**src/rtl/wam_pkg.sv**
```systemverilog
// wam_pkg: shared state encoding and LFSR constants for the whack-a-mole core
package wam_pkg;
  typedef enum logic [2:0] {IDLE, SPAWN, UP, GAP, OVER} state_t;
  localparam logic [15:0] LFSR_TAPS    = 16'hB400;
  localparam logic [15:0] DEFAULT_SEED = 16'hACE1;
endpackage

```
**src/rtl/mole_lfsr.sv**
```systemverilog
// mole_lfsr: free-running 16-bit Galois LFSR (taps 16,14,13,11) with sync seed load
module mole_lfsr
  import wam_pkg::*;
#(
  parameter logic [15:0] SEED = DEFAULT_SEED
) (
  input  logic        clk,
  input  logic        reset,
  output logic [15:0] lfsr
);
  always_ff @(posedge clk)
    if (reset) lfsr <= SEED;
    else       lfsr <= (lfsr >> 1) ^ (lfsr[0] ? LFSR_TAPS : 16'h0);
endmodule

```
**src/rtl/whack_game_core.sv**
```systemverilog
// whack_game_core: N-hole whack-a-mole engine; define WAM_SPEEDUP_EN to shrink the window as score grows
module whack_game_core
  import wam_pkg::*;
#(
  parameter int          N_HOLES      = 4,
  parameter int          SCORE_W      = 4,
  parameter int          UP_CYCLES    = 1000,
  parameter int          GAP_CYCLES   = 200,
  parameter int          MAX_MISSES   = 3,
  parameter logic [15:0] LFSR_SEED    = DEFAULT_SEED,
  parameter int          SPEEDUP_STEP = 16
) (
  input  logic                              clk,
  input  logic                              reset,
  input  logic                              start,
  input  logic [N_HOLES-1:0]                btn,
  output logic [N_HOLES-1:0]                mole,
  output logic [SCORE_W-1:0]                score,
  output logic [$clog2(MAX_MISSES+1)-1:0]   misses,
  output logic                              hit_pulse,
  output logic                              cheat_pulse,
  output logic                              game_over
);
  localparam int MW   = $clog2(MAX_MISSES + 1);
  localparam int HW   = $clog2(N_HOLES);
  localparam int TMAX = UP_CYCLES > GAP_CYCLES ? UP_CYCLES : GAP_CYCLES;
  localparam int TW   = $clog2(TMAX);
  localparam logic [MW-1:0]      MISS_MAX = MW'(MAX_MISSES);
  localparam logic [N_HOLES-1:0] ONE      = 1;
  localparam logic [TW-1:0]      GAP_LOAD = TW'(GAP_CYCLES - 1);
  state_t              state, state_n;
  logic [15:0]         lfsr;
  logic [N_HOLES-1:0]  btn_q, rise, mole_n;
  logic [SCORE_W-1:0]  score_n;
  logic [MW-1:0]       misses_n, miss_inc;
  logic [HW-1:0]       last_hole, last_n, hole_raw, hole;
  logic [TW-1:0]       timer, timer_n;
  logic [31:0]         window;
  logic                hit_n, cheat_n, unused_bits;
  mole_lfsr #(.SEED(LFSR_SEED)) u_lfsr (.clk(clk), .reset(reset), .lfsr(lfsr));
  assign rise        = btn & ~btn_q;
  assign miss_inc    = (misses == MISS_MAX) ? misses : misses + 1'b1;
  assign hole_raw    = HW'(32'(lfsr[7:0]) % N_HOLES);
  assign hole        = (hole_raw != last_hole) ? hole_raw :
                       (hole_raw == HW'(N_HOLES - 1)) ? '0 : hole_raw + 1'b1;
  assign game_over   = state == OVER;
  assign unused_bits = ^{lfsr[15:8], SPEEDUP_STEP};
`ifdef WAM_SPEEDUP_EN
  logic [31:0] dec;
  assign dec    = 32'(score) * 32'(SPEEDUP_STEP);
  assign window = (dec > 32'(UP_CYCLES - UP_CYCLES / 4)) ? 32'(UP_CYCLES / 4) : 32'(UP_CYCLES) - dec;
`else
  assign window = 32'(UP_CYCLES);
`endif
  always_comb begin
    state_n  = state;
    mole_n   = mole;
    score_n  = score;
    misses_n = misses;
    last_n   = last_hole;
    timer_n  = timer;
    hit_n    = 1'b0;
    cheat_n  = 1'b0;
    case (state)
      IDLE, OVER: if (start) begin
        score_n  = '0;
        misses_n = '0;
        state_n  = SPAWN;
      end
      SPAWN: begin
        mole_n  = ONE << hole;
        last_n  = hole;
        timer_n = TW'(window - 32'd1);
        state_n = UP;
      end
      UP: begin
        timer_n = timer - 1'b1;
        // a stray bit outside the lit hole outranks a correct press in the same cycle
        if (|(rise & ~mole)) begin
          cheat_n  = 1'b1;
          misses_n = miss_inc;
        end else if (rise == mole) begin
          hit_n   = 1'b1;
          score_n = (&score) ? score : score + 1'b1;
        end else if (timer == '0) begin
          misses_n = miss_inc;
        end
        if (cheat_n || hit_n || timer == '0) begin
          mole_n  = '0;
          timer_n = GAP_LOAD;
          state_n = (misses_n == MISS_MAX) ? OVER : GAP;
        end
      end
      GAP: begin
        timer_n = timer - 1'b1;
        if (|rise) begin
          cheat_n  = 1'b1;
          misses_n = miss_inc;
        end
        state_n = (|rise && miss_inc == MISS_MAX) ? OVER : (timer == '0) ? SPAWN : GAP;
      end
      default: state_n = IDLE;
    endcase
  end
  always_ff @(posedge clk) begin
    btn_q <= reset ? '0 : btn;
    if (reset) begin
      state       <= IDLE;
      mole        <= '0;
      score       <= '0;
      misses      <= '0;
      last_hole   <= '0;
      timer       <= '0;
      hit_pulse   <= 1'b0;
      cheat_pulse <= 1'b0;
    end else begin
      state       <= state_n;
      mole        <= mole_n;
      score       <= score_n;
      misses      <= misses_n;
      last_hole   <= last_n;
      timer       <= timer_n;
      hit_pulse   <= hit_n;
      cheat_pulse <= cheat_n;
    end
  end
endmodule

```
**config.mk**
```make
export PLATFORM = sky130hd
export DESIGN_NAME = whack_game_core
export DESIGN_NICKNAME = d
export VERILOG_FILES = /design/src/rtl/wam_pkg.sv /design/src/rtl/mole_lfsr.sv /design/src/rtl/whack_game_core.sv
export SDC_FILE = /design/constraint.sdc
export NUM_CORES = 1
export LEC_CHECK = 0
export BUFFER_PORTS_ARGS = -buffer_cell sky130_fd_sc_hd__buf_4
export CORE_ASPECT_RATIO = 2
export CORE_MARGIN = 3
export CORE_UTILIZATION = 58
export DETAILED_ROUTE_END_ITERATION = 8
export GPL_TIMING_DRIVEN = 1
export HOLD_SLACK_MARGIN = 0.08
export PLACE_DENSITY = 0.75
export SETUP_SLACK_MARGIN = 0.2
export SYNTH_ARGS = -nofsm -noshare
export SYNTH_HDL_FRONTEND = slang
export SYNTH_SLANG_ARGS = --single-unit
```
**constraint.sdc**
```tcl
create_clock -name clk -period 2.2 [get_ports clk]
set_input_delay 0.11 -clock clk [delete_from_list [all_inputs] [get_ports clk]]
set_output_delay 0.11 -clock clk [all_outputs]
set_load 0.05 [all_outputs]
```
==> impl_metrics.json, run 1 <==
{
  "period_share_pct": 94.6,
  "final_hold_viol_count": 0,
  "final_cell_mix": "dfxtp_1, buf_4, nor2_1",
  "clock-sinks": 47,
  "rsz0062_at_grt": "yes",
  "hp-start": "reset",
  "met2_length_mm": 2.84,
  "crit_path_top_delay_cell": "or4b_4",
  "first_global_vias": 1859,
  "numCtsBuffers": 5,
  "worstSetupStartpoint": "timer[1]",
  "ir_drop_mv": 0.731,
  "cp-start-kind": "flip-flop",
  "worst-setup-path-type": "reg -> reg",
  "cp_cell_sequence": "inv_2, ha_4, or4b_4, nor4b_4, or3_1, nand3_1, a221oi_1",
  "power_mw": 2.97,
  "crit_family": "simple AND/OR/NAND/NOR gates",
  "ys_seq_area_share_pct": 43.5,
  "routed_wl_mm": 5.17,
  "drive_gt1_share_pct": 26.0,
  "synth_top_area_cell": "dfxtp_1",
  "drv_slew": 0,
  "clock_latency_ns": 0.31,
  "drtIter0Drc": 44,
  "fin_tns_setup_ns": 0,
  "p_leak_nw": 1.06,
  "wl_met1_mm": 1.96,
  "finalWeightedCongestion": 0.933,
  "ys_top_cells_by_area": "dfxtp_1, a21oi_1, nor2b_1",
  "first_pass_iters": 4,
  "ys_async_sr_fraction_pct": 0,
  "path_max_fanout": 4,
  "final_common_cell": "dfxtp_1",
  "clockBufferDepth": 2,
  "nFillCells": 267,
  "antenna_found_initial": 0,
  "status": "completed",
  "final_util_pct": 76.5,
  "die-area_um2": 4540,
  "fmax_ghz": 0.480,
  "clk_pin_slew_ns": 0.09,
  "slowest_delay_ns": 0.48,
  "p_per_area_nw_per_um2": 1110,
  "core_area_um2": 3490,
  "clock-root-buffer": "clkbuf_8",
  "cts_tree": "yes",
  "yosys_register_bits": 47,
  "worst_setup_path_end_kind": "flip-flop",
  "wl_met3_um": 202,
  "synth_cells": 249,
  "grt_pass1_wl_mm": 8.60,
  "num_io_pins": 20,
  "syn_area_um2": 2160,
  "diodes": 0,
  "skew_ns": 0.0128,
  "worst_pin_slew_ns": 0.647,
  "post_drt_wl_per_cell_um": 15.5,
  "synth-edff-count": 0,
  "viasPerCell": 5.78,
  "die_y_um": 92.3,
  "grt_usage_pct": 24.1,
  "reg2reg_from": "timer[1]",
  "fin_hold_ws_ns": 0.238,
  "cp_data_required_time_ns": 2.40,
  "drv_cap": 0,
  "num_vias": 1925,
  "grt_overflow": 0,
  "grt_max_degree": 48,
  "port_buffers": 19,
  "hp-class": "in -> reg",
  "synth_flop_cell": "dfxtp_1",
  "relSlewSlack_pct": 56.5,
  "path_buf_inv": 1,
  "fin_crit_ns": 2.08,
  "ys.warnings.count": 0,
  "syn_area_per_cell_um2": 8.68,
  "cts_htree_levels": 2,
  "synth.top_cell.area_share_pct": 43.5,
  "synthesis.nets": 263,
  "place_hpwl_mm": 3.40,
  "start_util_pct": 61.9,
  "cp.arrival_ns": 2.29,
  "setup_violations": 0,
  "drtAntennaViolNets": 0,
  "num_rows": 30,
  "nNetsFinal": 298,
  "drc": 0,
  "synth_cell_types": 50,
  "routed.top_layer": "met4",
  "area_delta_synth_final_pct": 23.4,
  "die_x_um": 49.2
}
[what timing repair did]
item                                    in CTS  in global routing
hold buffers                                 5                  0
endpoints found under the hold margin        6                  0
pin swaps                                    4                  2
setup buffers                                5                  1
resized for setup                            8                  9
endpoints found under the setup margin      10                 15
[cell usage after synthesis, types with 2 or more instances]
cell / n
or2_1: 2
clkbuf_1: 10
a221oi_1: 3
o21a_1: 2
nand3_1: 9
ha_1: 7
a21oi_1: 21
nor2_1: 25
a21o_1: 3
a211oi_1: 2
xnor2_1: 5
or4_1: 2
nor3_1: 10
xor2_1: 2
inv_1: 10
nand2b_1: 6
nand2_1: 15
o31ai_1: 2
dfxtp_1: 47
o21ai_0: 6
or3_1: 3
nor2b_1: 16
nand3b_1: 2
and2_1: 4
or2_2: 8
nor4_1: 3
[cells by family after synthesis]
kind of cell	synth area share, %
AOI/OAI and AO/OA	16.0
buffers and inverters	3.47
xor gates and xnor gates	2.84
muxes	0.694
adders and majority gates	4.05
and+or+nand+nor	29.5
DFF	43.5
[flip-flops by register name (all words and copies together), names as in the netlist]
signal and flops:
score 4, misses 2, btn_q 4, mole 4
last_hole 2, state 3, timer 10, u_lfsr.lfsr 16
cheat_pulse 1, hit_pulse 1
[routing by layer]
metal	global-route usage [%]	vias to the layer above
met1	25.8	903
met2	41.7	64
met3	4.67	19
li1	-	939
met5	0	-
met4	15.7	0
[stage by stage]
step / std cells / area [µm²] / setup WS (ns)
2_1_floorplan: 249 / 2190 / 0.203
5_1_grt: 333 / 2670 / 0.0486
3_5_place_dp: 314 / 2410 / 0.0772
6_report: 333 / 2670 / 0.118
4_1_cts: 332 / 2630 / 0.153
3_3_place_gp: 314 / 2410 / 0.132
[power breakdown]
group          switching [mW]  internal (mW)
Sequential              0.160          0.987
Combinational           0.703          0.548
Clock                   0.289          0.286
[worst paths after layout]
check	end	slack, ns	depth (start not counted)
worst max register to register	misses[1]	0.12	7
worst min-delay path	mole[3]	0.24	2
worst min register to register	u_lfsr.lfsr[5]	0.41	1
worst max-delay path	misses[1]	0.12	7
[cell type report]
cell class / instances / area [µm²] / area share [%]
flip-flops and latches: 47 / 958 / 35.9
multi-input cells: 182 / 1210 / 45.4
clock inverters: 1 / 7.51 / 0.281
well taps: 48 / 60.1 / 2.25
repair buffers: 38 / 298 / 11.2
inverters: 10 / 37.5 / 1.41
clock buffers: 7 / 96.3 / 3.61
[worst register-to-register path: stages (launching register included)]
cell and delay (ns):
dfxtp_2 0.34, inv_2 0.08, ha_4 0.15, or4b_4 0.48
nor4b_4 0.37, or3_1 0.21, nand3_1 0.09, a221oi_1 0.26
No activity file was read; power rests on OpenSTA's default activity.
==> inputs of run 2 (changes only) <==
--- a/config.mk
+++ b/config.mk
@@ -6,13 +6,13 @@
 export NUM_CORES = 1
 export LEC_CHECK = 0
 export BUFFER_PORTS_ARGS = -buffer_cell sky130_fd_sc_hd__buf_4
-export CORE_ASPECT_RATIO = 2
-export CORE_MARGIN = 3
-export CORE_UTILIZATION = 58
+export CORE_ASPECT_RATIO = 1.25
+export CORE_MARGIN = 2
+export CORE_UTILIZATION = 52
 export DETAILED_ROUTE_END_ITERATION = 8
 export GPL_TIMING_DRIVEN = 1
 export HOLD_SLACK_MARGIN = 0.08
-export PLACE_DENSITY = 0.75
+export PLACE_DENSITY = 0.68
 export SETUP_SLACK_MARGIN = 0.2
 export SYNTH_ARGS = -nofsm -noshare
 export SYNTH_HDL_FRONTEND = slang
==> run 2 against run 1 <==
  * Largest cell class unchanged
  * Critical path type unchanged
  * Clock-buffer cell count is 1 lower
  * Non-clock buffer count is 3 lower
  * Highest routed layer unchanged
  * Maximum frequency is 3.0% higher
  * Cell area is 1.1% lower
  * Largest power group unchanged
  * Die area is 3.4% higher
==> impl_metrics.json, run 2 (same netlist as run 1, synthesis figures left out) <==
{
  "worst-r2r-cell-count": 7,
  "drive_gt1_share_pct": 24.5,
  "grt_max_degree": 48,
  "reg2reg_from": "timer[1]",
  "cts_tree": "yes",
  "grt_overflow": 0,
  "cp.arrival_ns": 2.24,
  "cp-endpoint": "misses[0]",
  "drv_cap": 0,
  "p_leak_nw": 1.03,
  "top_regs": "u_lfsr.lfsr x16, timer x10",
  "rsz0062_at_grt": "yes",
  "p_comb_share_pct": 42.0,
  "p_per_area_nw_per_um2": 1070,
  "clock-sinks": 47,
  "num_rows": 26,
  "cp-start-kind": "flip-flop",
  "clock_latency_ns": 0.29,
  "numCtsBuffers": 5,
  "start_util_pct": 53.6,
  "viasPerCell": 5.55,
  "fin_crit_ns": 2.02,
  "skew_ns": 0.00194,
  "post_drt_wl_per_cell_um": 13.7,
  "final_util_pct": 65.4,
  "p_int_mw": 1.73,
  "pwr-share-clk_pct": 17.7,
  "cp_data_required_time_ns": 2.42,
  "die_y_um": 76.1,
  "finalWeightedCongestion": 0.853,
  "largest_reg_flops": 16,
  "diodes": 0,
  "grt_pass1_wl_mm": 7.96,
  "final_common_cell": "dfxtp_1",
  "swShare_pct": 38.5,
  "drv_slew": 0,
  "cts_htree_levels": 2,
  "final_cell_mix": "dfxtp_1, buf_4, nor2_1",
  "clockBufferDepth": 2,
  "ir_drop_mv": 0.504,
  "nNetsFinal": 295,
  "worst_pin_slew_ns": 0.511,
  "power_mw": 2.82,
  "die-area_um2": 4690,
  "first_global_vias": 1738,
  "first_pass_iters": 5,
  "clock-root-buffer": "clkbuf_8",
  "setup_violations": 0,
  "fin_hold_ws_ns": 0.246,
  "r2r_slack_ns": 0.18,
  "drtAntennaViolNets": 0,
  "p_sw_mw": 1.08,
  "fin_tns_setup_ns": 0,
  "path_max_fanout": 3,
  "relSlewSlack_pct": 65.7,
  "share_seq_of_total_power_pct": 40.3,
  "clk_pin_slew_ns": 0.08,
  "final_hold_viol_count": 0,
  "drtIter0Drc": 189,
  "reg2reg_to": "misses[0]",
  "antenna_found_initial": 0,
  "core_area_um2": 4030,
  "drc": 0,
  "port_buffers": 19,
  "worst-setup-path-type": "reg -> reg",
  "period_share_pct": 91.9,
  "num_io_pins": 20,
  "fmax_ghz": 0.495,
  "worst_setup_path_end_kind": "flip-flop",
  "area_delta_synth_final_pct": 22.0,
  "status": "completed",
  "place_hpwl_mm": 3.17,
  "regMostFlops": "u_lfsr.lfsr",
  "hp-class": "in -> reg",
  "grt_usage_pct": 21.5,
  "routed_wl_mm": 4.63,
  "die_x_um": 61.7,
  "worstSetupStartpoint": "timer[1]",
  "num_vias": 1876
}
[run 2: power groups by stage]
stage | registers [mW] | logic, mW | clock network, mW
2_1_floorplan | 1.16 | 0.740 | 0
3_3_place_gp | 1.14 | 1.01 | 0
3_5_place_dp | 1.15 | 1.02 | 0
4_1_cts | 1.13 | 1.13 | 0.520
5_1_grt | 1.15 | 1.30 | 0.549
6_report | 1.13 | 1.18 | 0.498
[run 2: repair_timing]
item | 4_1_cts | 5_1_grt
pin swaps | 4 | 6
hold endpoints to repair | 6 | 0
setup endpoints to repair | 6 | 16
hold buffers | 5 | 0
resized for setup | 7 | 8
buffers inserted | 5 | 0
[run 2: cell type report]
class / count / area [µm²]
inverter: 10 / 37.5
multi-input combinational: 182 / 1210
fill: 380 / 1400
tap: 56 / 70.1
clock inverter: 2 / 12.5
timing repair buffer: 35 / 275
sequential: 47 / 958
clock buffer: 6 / 72.6
[run 2: metal layers]
metal / track usage (%) / vias to the layer above / share of wire, % / routed length [µm]
met3: 4.41 / 9 / 3.1 / 144
met5: 0 / - / 0 / 0
met4: 7.02 / 0 / 1.8 / 84
met1: 29.1 / 897 / 44 / 2020
li1: - / 934 / - / -
met2: 33.6 / 36 / 51 / 2370
[run 2: worst min-delay path by stage]
stage                      start        end  slack (ns)  cells past startpoint
final                      reset    mole[3]        0.25                      2
after global routing       reset    mole[3]        0.26                      2
after CTS                  reset    mole[3]        0.24                      2
after detailed placement   start  misses[1]        0.34                      2
after global placement    btn[2]   btn_q[2]        0.33                      2
after floorplan            start  misses[1]        0.22                      1
[run 2: stage by stage]
step / std cells / area, µm² / worst slack [ns]
detailed placement: 320 / 2410 / 0.0401
global placement: 320 / 2410 / 0.102
finish: 338 / 2640 / 0.178
CTS: 338 / 2600 / 0.173
floorplan: 249 / 2190 / 0.203
global route: 338 / 2640 / 0.131
[run 2: critical path, cell delays in order, from the launching register on]
cell,delay [ns]
dfxtp_2,0.33
inv_2,0.07
ha_4,0.13
or4b_4,0.48
nor4b_4,0.37
nor2_2,0.08
mux2_4,0.32
a211oi_2,0.17
